[config.mk]
export PLATFORM = sky130hd
export DESIGN_NAME = hevc_idct4_1d_flat
export DESIGN_NICKNAME = d
export VERILOG_FILES = /design/src/rtl/hevc_idct4_1d_pkg.sv /design/src/rtl/hevc_idct4_1d_if.sv /design/src/rtl/hevc_idct4_1d_butterfly.sv /design/src/rtl/hevc_idct4_1d.sv /design/src/flat_wrapper.sv
export SDC_FILE = /design/constraint.sdc
export NUM_CORES = 1
export LEC_CHECK = 0
export BUFFER_PORTS_ARGS = -buffer_cell sky130_fd_sc_hd__buf_2
export CORE_MARGIN = 5
export CORE_UTILIZATION = 45
export CTS_BUF_LIST = sky130_fd_sc_hd__clkbuf_8
export DETAILED_ROUTE_END_ITERATION = 6
export MAX_ROUTING_LAYER = met4
export PLACE_DENSITY = 0.61
export REMOVE_ABC_BUFFERS = 1
export SLEW_MARGIN = 0
export SYNTH_ARGS = -nofsm -noshare
export SYNTH_HDL_FRONTEND = slang
export SYNTH_SLANG_ARGS = --single-unit
export TNS_END_PERCENT = 1
[constraint.sdc]
create_clock -name clk -period 10.56 [get_ports clk]
set_input_delay 1.584 -clock clk [delete_from_list [all_inputs] [get_ports clk]]
set_output_delay 1.584 -clock clk [all_outputs]
set_load 0.01 [all_outputs]
[src/rtl/hevc_idct4_1d_pkg.sv]
`default_nettype none
// +--------------------------------------------------------------------------+
// | hevc_xform_pkg : shared constants, lane/row types and rounding helper    |
// | Rev 1.0 - initial release                                                |
// +--------------------------------------------------------------------------+
package hevc_xform_pkg;

  localparam int C64    = 64;
  localparam int C83    = 83;
  localparam int C36    = 36;
  localparam int COEF_W = 16;
  localparam int SAMP_W = 16;

  typedef logic signed [COEF_W-1:0] coef_t;
  typedef logic signed [SAMP_W-1:0] samp_t;

  typedef struct packed {
    coef_t x3;
    coef_t x2;
    coef_t x1;
    coef_t x0;
  } coef_row_t;

  typedef struct packed {
    samp_t y3;
    samp_t y2;
    samp_t y1;
    samp_t y0;
  } samp_row_t;

  // Round half up, then arithmetic (floor) shift.
  function automatic logic signed [63:0] round_shift(input logic signed [63:0] val,
                                                     input int sh);
    return (val + (64'sd1 <<< (sh - 1))) >>> sh;
  endfunction

endpackage
`default_nettype wire

[src/rtl/hevc_idct4_1d_if.sv]
`default_nettype none
// +--------------------------------------------------------------------------+
// | hevc_idct4_1d_if : coefficient-in / sample-out valid-ready bundle        |
// | Rev 1.0 - initial release                                                |
// +--------------------------------------------------------------------------+
interface hevc_idct4_1d_if
  import hevc_xform_pkg::*;
#(
  parameter int IN_W  = COEF_W,
  parameter int OUT_W = SAMP_W
);
  logic               in_valid;
  logic               in_ready;
  logic [4*IN_W-1:0]  in_coef;
  logic               out_valid;
  logic               out_ready;
  logic [4*OUT_W-1:0] out_samp;
  logic [1:0]         out_row;
  logic               out_last;

  modport master (
    output in_valid, in_coef, out_ready,
    input  in_ready, out_valid, out_samp, out_row, out_last
  );

  modport slave (
    input  in_valid, in_coef, out_ready,
    output in_ready, out_valid, out_samp, out_row, out_last
  );
endinterface
`default_nettype wire

[src/rtl/hevc_idct4_1d_butterfly.sv]
`default_nettype none
// +--------------------------------------------------------------------------+
// | hevc_idct4_butterfly : combinational even/odd partial sums of 4-pt IDCT  |
// | Rev 1.0 - initial release                                                |
// +--------------------------------------------------------------------------+
module hevc_idct4_butterfly
  import hevc_xform_pkg::*;
#(
  parameter int IN_W  = 16,
  parameter int ACC_W = IN_W + 9
) (
  input  wire signed [IN_W-1:0]  x0,
  input  wire signed [IN_W-1:0]  x1,
  input  wire signed [IN_W-1:0]  x2,
  input  wire signed [IN_W-1:0]  x3,
  output logic signed [ACC_W-1:0] e0,
  output logic signed [ACC_W-1:0] e1,
  output logic signed [ACC_W-1:0] o0,
  output logic signed [ACC_W-1:0] o1
);
  localparam logic signed [ACC_W-1:0] c_k64 = ACC_W'(C64);
  localparam logic signed [ACC_W-1:0] c_k83 = ACC_W'(C83);
  localparam logic signed [ACC_W-1:0] c_k36 = ACC_W'(C36);

  logic signed [ACC_W-1:0] w_x0, w_x1, w_x2, w_x3;

  // Widen before any arithmetic so no intermediate can overflow.
  assign w_x0 = {{(ACC_W-IN_W){x0[IN_W-1]}}, x0};
  assign w_x1 = {{(ACC_W-IN_W){x1[IN_W-1]}}, x1};
  assign w_x2 = {{(ACC_W-IN_W){x2[IN_W-1]}}, x2};
  assign w_x3 = {{(ACC_W-IN_W){x3[IN_W-1]}}, x3};

  assign e0 = c_k64 * (w_x0 + w_x2);
  assign e1 = c_k64 * (w_x0 - w_x2);
  assign o0 = c_k83 * w_x1 + c_k36 * w_x3;
  assign o1 = c_k36 * w_x1 - c_k83 * w_x3;

endmodule
`default_nettype wire

[src/rtl/hevc_idct4_1d.sv]
`default_nettype none
// +--------------------------------------------------------------------------+
// | hevc_idct4_1d : 2-stage pipelined 4-point HEVC inverse DCT, 1 row/cycle  |
// | HEVC_IDCT4_SAT_EN : saturate outputs to OUT_W instead of wrapping        |
// | Rev 1.0 - initial release                                                |
// +--------------------------------------------------------------------------+
module hevc_idct4_1d
  import hevc_xform_pkg::*;
#(
  parameter int IN_W  = 16,
  parameter int OUT_W = 16,
  parameter int SHIFT = 7
) (
  input  wire             clk,
  input  wire             rst_n,
  hevc_idct4_1d_if.slave  bus
);
  localparam int ACC_W = IN_W + 9;

  logic [1:0]              r_rst_sync;
  logic                    w_rst_n;
  logic                    w_out_adv;
  logic                    r_s1_v;
  logic [1:0]              r_s1_row;
  logic [1:0]              r_cnt;
  logic signed [ACC_W-1:0] r_e0, r_e1, r_o0, r_o1;
  logic signed [ACC_W-1:0] w_e0, w_e1, w_o0, w_o1;
  logic signed [ACC_W-1:0] w_y [4];
  logic [4*OUT_W-1:0]      w_samp_nxt;
  logic                    r_out_v;
  logic [4*OUT_W-1:0]      r_out_samp;
  logic [1:0]              r_out_row;
  logic                    r_out_last;

  always_ff @(posedge clk or negedge rst_n) begin
    if (!rst_n) r_rst_sync <= 2'b00;
    else        r_rst_sync <= {r_rst_sync[0], 1'b1};
  end
  assign w_rst_n = r_rst_sync[1];

  // Input is refused until the synchronised reset has released the pipeline.
  assign w_out_adv    = !r_out_v || bus.out_ready;
  assign bus.in_ready = w_rst_n && (!r_s1_v || w_out_adv);

  hevc_idct4_butterfly #(.IN_W(IN_W), .ACC_W(ACC_W)) u_bfly (
    .x0 (bus.in_coef[0*IN_W +: IN_W]),
    .x1 (bus.in_coef[1*IN_W +: IN_W]),
    .x2 (bus.in_coef[2*IN_W +: IN_W]),
    .x3 (bus.in_coef[3*IN_W +: IN_W]),
    .e0 (w_e0),
    .e1 (w_e1),
    .o0 (w_o0),
    .o1 (w_o1)
  );

  always_ff @(posedge clk or negedge w_rst_n) begin
    if (!w_rst_n) begin
      r_s1_v   <= 1'b0;
      r_s1_row <= 2'd0;
      r_cnt    <= 2'd0;
      r_e0     <= '0;
      r_e1     <= '0;
      r_o0     <= '0;
      r_o1     <= '0;
    end else if (bus.in_ready) begin
      r_s1_v <= bus.in_valid;
      if (bus.in_valid) begin
        r_e0     <= w_e0;
        r_e1     <= w_e1;
        r_o0     <= w_o0;
        r_o1     <= w_o1;
        r_s1_row <= r_cnt;
        r_cnt    <= r_cnt + 2'd1;
      end
    end
  end

  assign w_y[0] = r_e0 + r_o0;
  assign w_y[1] = r_e1 + r_o1;
  assign w_y[2] = r_e1 - r_o1;
  assign w_y[3] = r_e0 - r_o0;

  for (genvar i = 0; i < 4; i++) begin : g_lane
    logic signed [63:0] w_r;
    logic [OUT_W-1:0]   w_lane;

    assign w_r = round_shift(64'(w_y[i]), SHIFT);
`ifdef HEVC_IDCT4_SAT_EN
    localparam logic signed [63:0] c_max = (64'sd1 <<< (OUT_W - 1)) - 64'sd1;
    localparam logic signed [63:0] c_min = -(64'sd1 <<< (OUT_W - 1));

    always_comb begin
      w_lane = w_r[OUT_W-1:0];
      if (w_r > c_max)      w_lane = c_max[OUT_W-1:0];
      else if (w_r < c_min) w_lane = c_min[OUT_W-1:0];
    end
`else
    logic [63-OUT_W:0] w_unused_hi;

    assign w_unused_hi = w_r[63:OUT_W];
    assign w_lane      = w_r[OUT_W-1:0];
`endif
    assign w_samp_nxt[i*OUT_W +: OUT_W] = w_lane;
  end

  always_ff @(posedge clk or negedge w_rst_n) begin
    if (!w_rst_n) begin
      r_out_v    <= 1'b0;
      r_out_samp <= '0;
      r_out_row  <= 2'd0;
      r_out_last <= 1'b0;
    end else if (w_out_adv) begin
      r_out_v <= r_s1_v;
      if (r_s1_v) begin
        r_out_samp <= w_samp_nxt;
        r_out_row  <= r_s1_row;
        r_out_last <= (r_s1_row == 2'd3);
      end
    end
  end

  assign bus.out_valid = r_out_v;
  assign bus.out_samp  = r_out_samp;
  assign bus.out_row   = r_out_row;
  assign bus.out_last  = r_out_last;

endmodule
`default_nettype wire

[src/flat_wrapper.sv]
// flat-port wrapper written by rule: the top's interface ports become plain ports
module hevc_idct4_1d_flat import hevc_xform_pkg::*;
#(
  parameter int IN_W  = 16,
  parameter int OUT_W = 16,
  parameter int SHIFT = 7
)
  (clk, rst_n, bus_in_valid, bus_in_coef, bus_out_ready, bus_in_ready, bus_out_valid, bus_out_samp, bus_out_row, bus_out_last);
  hevc_idct4_1d_if #(.IN_W(IN_W), .OUT_W(OUT_W)) bus_i ();
  input  wire clk;
  input  wire rst_n;
  input wire logic [$bits(bus_i.in_valid)-1:0] bus_in_valid;
  input wire logic [$bits(bus_i.in_coef)-1:0] bus_in_coef;
  input wire logic [$bits(bus_i.out_ready)-1:0] bus_out_ready;
  output wire logic [$bits(bus_i.in_ready)-1:0] bus_in_ready;
  output wire logic [$bits(bus_i.out_valid)-1:0] bus_out_valid;
  output wire logic [$bits(bus_i.out_samp)-1:0] bus_out_samp;
  output wire logic [$bits(bus_i.out_row)-1:0] bus_out_row;
  output wire logic [$bits(bus_i.out_last)-1:0] bus_out_last;
  assign bus_i.in_valid = bus_in_valid;
  assign bus_i.in_coef = bus_in_coef;
  assign bus_i.out_ready = bus_out_ready;
  assign bus_in_ready = bus_i.in_ready;
  assign bus_out_valid = bus_i.out_valid;
  assign bus_out_samp = bus_i.out_samp;
  assign bus_out_row = bus_i.out_row;
  assign bus_out_last = bus_i.out_last;
  hevc_idct4_1d #(.IN_W(IN_W), .OUT_W(OUT_W), .SHIFT(SHIFT)) u_core (.clk(clk), .rst_n(rst_n), .bus(bus_i));
endmodule
* Word-level counts from Yosys, hierarchy flattened *
Cells that the tools add are included.

word-level totals
  flip-flop bits (word level) = 155
  input bits = 68
  output and inout bits = 69
  logic and storage cells = 37

operators by class
  add/sub/neg operators = 13
  multiply operators = 4
  equal/unequal tests = 1
  reductions and logical operators = 7

operator list
  kind                                                                 number
  23-bit by 8-bit adder with 23-bit output, second input constant      4
  23-bit adder                                                         3
  23-bit subtractor                                                    3
  8-bit by 16-bit multiplier with 23-bit output, first input constant  2
  5-bit by 16-bit multiplier with 21-bit output, first input constant  2
  16-bit by 16-bit adder with 17-bit output                            1
  16-bit by 16-bit subtractor with 17-bit output                       1
  2-bit AND reduction                                                  2
  2-bit by 1-bit adder with 2-bit output, second input constant        1
  2-bit == test, second input constant                                 1
  1-bit zero test                                                      2
  1-bit logical OR                                                     2
  1-bit logical AND                                                    1

* Depth between registers and ports, before layout *
  depth in word-level cells = 5
  mapped depth = 26
  mapped depth without buffers = 26

* Hierarchy *
From an unflattened synthesis, not the netlist that was laid out.

second synthesis, totals
  cell total of the unflattened synthesis = 2330
  area, all modules = 20096.8 sq um

modules (own cells, without submodules)
  module                instances  cells each  area an instance (sq um)  seq. area each (sq um)
  hevc_idct4_1d         1          1227        10814.1                   4179.0
  hevc_idct4_butterfly  1          1103        9282.7                    0.0

* Least setup slack after synthesis *
OpenSTA, ideal clock, no wires.

  path type = input to register
  start point = input port bus_in_coef[50]
  end point = register u_core.r_o0[22]
  setup time = 133 ps
  arrival = 6765 ps
  required time = 10427 ps
  slack = 3662 ps
  cell stages on the path = 26
  buffers on the path = 0
  cell sequence = ha_1 -> ha_1 -> a21o_1 -> a21oi_1 -> nor2b_1 -> o21a_1 -> o211ai_1 -> a21boi_0 -> nor2_1 -> xor2_1 -> fa_1 -> inv_1 -> ha_1 -> fa_1 -> inv_1 -> fa_1 -> inv_1 -> ha_1 -> and4_1 -> and3_1 -> a21oi_1 -> o21ai_0 -> o41ai_1 -> o21ai_0 -> xnor2_1 -> o21ai_0

on the way
  cells in the longest elaborated chain, start to end = 2

RTL lines
  element                                        line                           text
  start: declaration                             flat_wrapper.sv:13             input wire logic [$bits(bus_i.in_coef)-1:0] bus_in_coef;
  5-bit by 16-bit multiplier with 21-bit output  hevc_idct4_1d_butterfly.sv:35  assign o0 = c_k83 * w_x1 + c_k36 * w_x3;
  23-bit adder                                   hevc_idct4_1d_butterfly.sv:35
  end signal: assignment                         hevc_idct4_1d.sv:70            r_o0 <= w_o0;
  end: declaration                               hevc_idct4_1d.sv:26            logic signed [ACC_W-1:0] r_e0, r_e1, r_o0, r_o1;

No other way between the ends.
A chain may end at the register's enable or synchronous reset.

* Worst setup path in the final report *
Ends and elaborated chain as after synthesis.

==> results.sh <==
export IMPL_power_density_nw_per_um2=286.2
export IMPL_design_portCount=137
export IMPL_timing_max_cap_violations=0
export IMPL_power_switching_mw=2.765
export IMPL_cts_max_path_buffers=2
export IMPL_leakage_nw=10.03
export IMPL_drt_wirelength_per_cell_um=15.64
export IMPL_total_internal_power_mw=2.728
export IMPL_drive_gt1_frac=0.09321
export IMPL_critPathLaunchType="primary input"
export IMPL_critical_path_class="in -> reg"
export IMPL_seq_power_share=0.187
export IMPL_clock_skew_ps=13.80
export IMPL_comb_power_share=0.737
export IMPL_cts_clk_slew_worst_paths_ps=90
export IMPL_final_critical_path_setup_slack_ps=3448
export IMPL_grt_most_used_layer="met2"
export IMPL_grt_util_met3=0.02176
export IMPL_post_cts_resize_count=0
export IMPL_syn_inst=2000
export IMPL_slew_headroom=0.4125
export IMPL_numPlacedInstances=2621
export IMPL_cts_setup_buffers=0
export IMPL_clock_tree_htree_level_count=4
export IMPL_grt_use_total=0.1958
export IMPL_totalNegativeSetupSlack_ps=0
export IMPL_holdBufCountCts=0
export IMPL_floorplan_die_width_um=207.7
export IMPL_setup_viol_count_final=0
export IMPL_reg_to_reg_start="u_core.r_e0[6]"
export IMPL_synth_main_ff_cell="sky130_fd_sc_hd__dfrtp_1"
export IMPL_fill_cells=3751
export IMPL_worst_setup_path_startpoint="bus_in_coef[50]"
export IMPL_detail_route_first_pass_iterations=5
export IMPL_clkPwrFrac=0.076
export IMPL_switching_share=0.5034
export IMPL_ys_seq_area_frac=0.2190
export IMPL_pre_cts_ws_ps=3020
export IMPL_area_growth_syn_to_layout_pct=9.095
export IMPL_detail_route_drc_violations=0
export IMPL_min_path_type="reg -> async"
export IMPL_fp_dieArea_um2=43160
export IMPL_period_share=0.6735
export IMPL_cts_tree="yes"
export IMPL_yosys_warns=0
export IMPL_setup_worst_path_end_class="flop"
export IMPL_synthDominantCellAreaShare=0.2482
export IMPL_grt_max_degree=87
export IMPL_ys_ff_latch=154
export IMPL_r2r_setup_slack_ps=7120
export IMPL_port_buffers=136
export IMPL_timing_hold_violations_final=0
export IMPL_drtAntennaViolNets=0
export IMPL_vdd_ir_drop_max_v=0.00009630
export IMPL_mappedNetlistArea_um2=17600
export IMPL_finalNetCount=2633
export IMPL_worst_endpoint_required_ps=10880
export IMPL_final_min_clock_period_ps=7112
export IMPL_r2r_cells=10
export IMPL_achievable_frequency_mhz=140.6
export IMPL_grt_setup_unrepaired="false"
export IMPL_worstPathMaxFanout=6
export IMPL_floorplan_initialDensity=0.4553
export IMPL_cts_root_buf="sky130_fd_sc_hd__clkbuf_8"
export IMPL_via_count=13630
export IMPL_rows=72
export IMPL_use_met1=0.2647
export IMPL_post_synth_top_count_cell="sky130_fd_sc_hd__ha_1"
export IMPL_detail_route_vias_per_cell=5.137
export IMPL_synth_async_reset_ratio=1.000
export IMPL_tightestPinTransition_ps=881.2
export IMPL_n_antenna_cell=0
export IMPL_first_global_vias=13690
export IMPL_drtIter0Drc=629
export IMPL_synth_edff_count=0
export IMPL_crit_end="u_core.r_o0[22]"
export IMPL_post_synth_top_area_cell="sky130_fd_sc_hd__ha_1"
export IMPL_yosysUniqueCellTypes=70
export IMPL_drt_wl_total_um=41480
export IMPL_initial_antenna_violation_count=0
export IMPL_synth_top_cells_by_count="sky130_fd_sc_hd__ha_1 (349), sky130_fd_sc_hd__inv_1 (312), sky130_fd_sc_hd__nand2_1 (212)"
export IMPL_layout_core_utilization=0.4967
export IMPL_rr_endpoint="u_core.bus.out_samp[62]"
export IMPL_result_of_the_run="finished, final reports clean"
export IMPL_die_height_um=207.7
export IMPL_critPathArrivalTime_ps=7440
export IMPL_core_area_um2=38650
export IMPL_top_post_synthesis_cells_by_area="sky130_fd_sc_hd__ha_1 (25%), sky130_fd_sc_hd__dfrtp_1 (22%), sky130_fd_sc_hd__fa_1 (11%)"
export IMPL_gp_routability_congestion=0.8947
export IMPL_grt_first_pass_wirelength_um=68200
export IMPL_gr_usage_met2=0.3241
export IMPL_dp_hpwl_um=34640
export IMPL_cts_made_buffers=17
export IMPL_finalMaxSlewViolations=0
export IMPL_layout_cells_non_filler=2653
export IMPL_clock_insertion_delay_worst_skew_ps=480
export IMPL_globalRoute_totalOverflow=0
export IMPL_synth_area_per_cell_um2=8.798
export IMPL_cts_sinks=154
## metal layers
metal | vias up | wire length (µm)
met2 | 180 | 19400
met1 | 6439 | 20500
met3 | 31 | 1057
met5 | - | 0
met4 | 0 | 523
li1 | 6978 | -
## cells by family after synthesis
kind of cell / share of synthesized area
buffers and inverters: 0.07537
XOR/XNOR: 0.07246
adder cells (fa/ha/maj): 0.3551
AND/OR/NAND/NOR: 0.1224
multiplexers: 0.008604
flip-flops: 0.2190
AO/OA/AOI/OAI: 0.1468
other: 0.0002131
## metrics by stage
stage                     area [µm²]  power, mW  hold slack, ps
after global routing           19200      6.117           345.9
final                          19200      5.493           290.5
after floorplan                17440      4.004           331.2
after CTS                      19200      5.537           316.9
after global placement         18840      5.012           304.7
after detailed placement       18840      5.090           306.2
## cell type report
cell class              instances  area (µm²)  area share
repair buffers                143       733.2     0.03820
clock buffers                  17       234.0     0.01219
inverters                     313        1175     0.06120
well taps                     518       648.1     0.03376
flip-flops and latches        154        3857      0.2010
multi-input cells            1493       12430      0.6476
clock inverters                15       117.6    0.006127
## registers in the layout (all words and copies together), names as in the netlist
name / flops
u_core.bus.out_last: 1
u_core.bus.out_row: 2
u_core.bus.out_samp: 64
u_core.bus.out_valid: 1
u_core.r_cnt: 2
u_core.r_e0: 17
u_core.r_e1: 16
u_core.r_o0: 23
u_core.r_o1: 23
u_core.r_rst_sync: 2
u_core.r_s1_row: 2
u_core.r_s1_v: 1
## placed cells by master (no fill, tap or decap), types with 24 or more instances in the layout
| cell | Yosys | final |
|---|---|---|
| sky130_fd_sc_hd__xor2_1 | 64 | 64 |
| sky130_fd_sc_hd__nand3_1 | 28 | 28 |
| sky130_fd_sc_hd__fa_1 | 94 | 94 |
| sky130_fd_sc_hd__o21ai_0 | 164 | 164 |
| sky130_fd_sc_hd__inv_1 | 312 | 313 |
| sky130_fd_sc_hd__buf_2 | 0 | 136 |
| sky130_fd_sc_hd__nor2_1 | 101 | 101 |
| sky130_fd_sc_hd__a21o_1 | 28 | 28 |
| sky130_fd_sc_hd__xnor2_1 | 79 | 79 |
| sky130_fd_sc_hd__ha_1 | 349 | 349 |
| sky130_fd_sc_hd__a21oi_1 | 81 | 81 |
| sky130_fd_sc_hd__dfrtp_1 | 154 | 153 |
| sky130_fd_sc_hd__or3_1 | 24 | 24 |
| sky130_fd_sc_hd__nor3_1 | 37 | 37 |
| sky130_fd_sc_hd__nand2_1 | 212 | 210 |
## critical path, stage by stage
cell and delay (ps):
sky130_fd_sc_hd__buf_2 150, sky130_fd_sc_hd__ha_1 330, sky130_fd_sc_hd__ha_1 280, sky130_fd_sc_hd__a21o_1 190, sky130_fd_sc_hd__a21oi_1 230, sky130_fd_sc_hd__nor2b_1 80
sky130_fd_sc_hd__o21a_1 200, sky130_fd_sc_hd__o211ai_1 220, sky130_fd_sc_hd__a21boi_0 150, sky130_fd_sc_hd__nor2_1 130, sky130_fd_sc_hd__xor2_1 220, sky130_fd_sc_hd__fa_1 450
sky130_fd_sc_hd__inv_1 60, sky130_fd_sc_hd__ha_1 240, sky130_fd_sc_hd__fa_1 540, sky130_fd_sc_hd__inv_1 50, sky130_fd_sc_hd__fa_1 470, sky130_fd_sc_hd__inv_1 40
sky130_fd_sc_hd__ha_1 320, sky130_fd_sc_hd__and4_1 210, sky130_fd_sc_hd__and3_1 190, sky130_fd_sc_hd__a21oi_1 110, sky130_fd_sc_hd__o21ai_0 120, sky130_fd_sc_hd__o41ai_1 420
sky130_fd_sc_hd__o21ai_0 200, sky130_fd_sc_hd__xnor2_1 160, sky130_fd_sc_hd__o21ai_0 80
## how the worst min path moves through the flow
stage	from	endpoint	slack, ps
after floorplan	u_core.r_rst_sync[0]	u_core.r_rst_sync[1]	330
after global placement	u_core.r_rst_sync[1]	u_core.bus.out_samp[3]	300
final	u_core.r_rst_sync[1]	u_core.bus.out_samp[1]	290
after detailed placement	u_core.r_rst_sync[1]	u_core.bus.out_samp[1]	310
after CTS	u_core.r_rst_sync[1]	u_core.bus.out_samp[3]	320
after global routing	u_core.r_rst_sync[1]	u_core.bus.out_samp[1]	350
## power by group through the flow
stage / registers, mW / clock network (mW) / logic (mW)
global placement: 1.03 / 0 / 3.98
finish: 1.03 / 0.416 / 4.05
detailed placement: 1.04 / 0 / 4.05
CTS: 1.03 / 0.431 / 4.08
floorplan: 1.05 / 0 / 2.96
global route: 1.06 / 0.452 / 4.61
No activity file was read; power rests on OpenSTA's default activity.
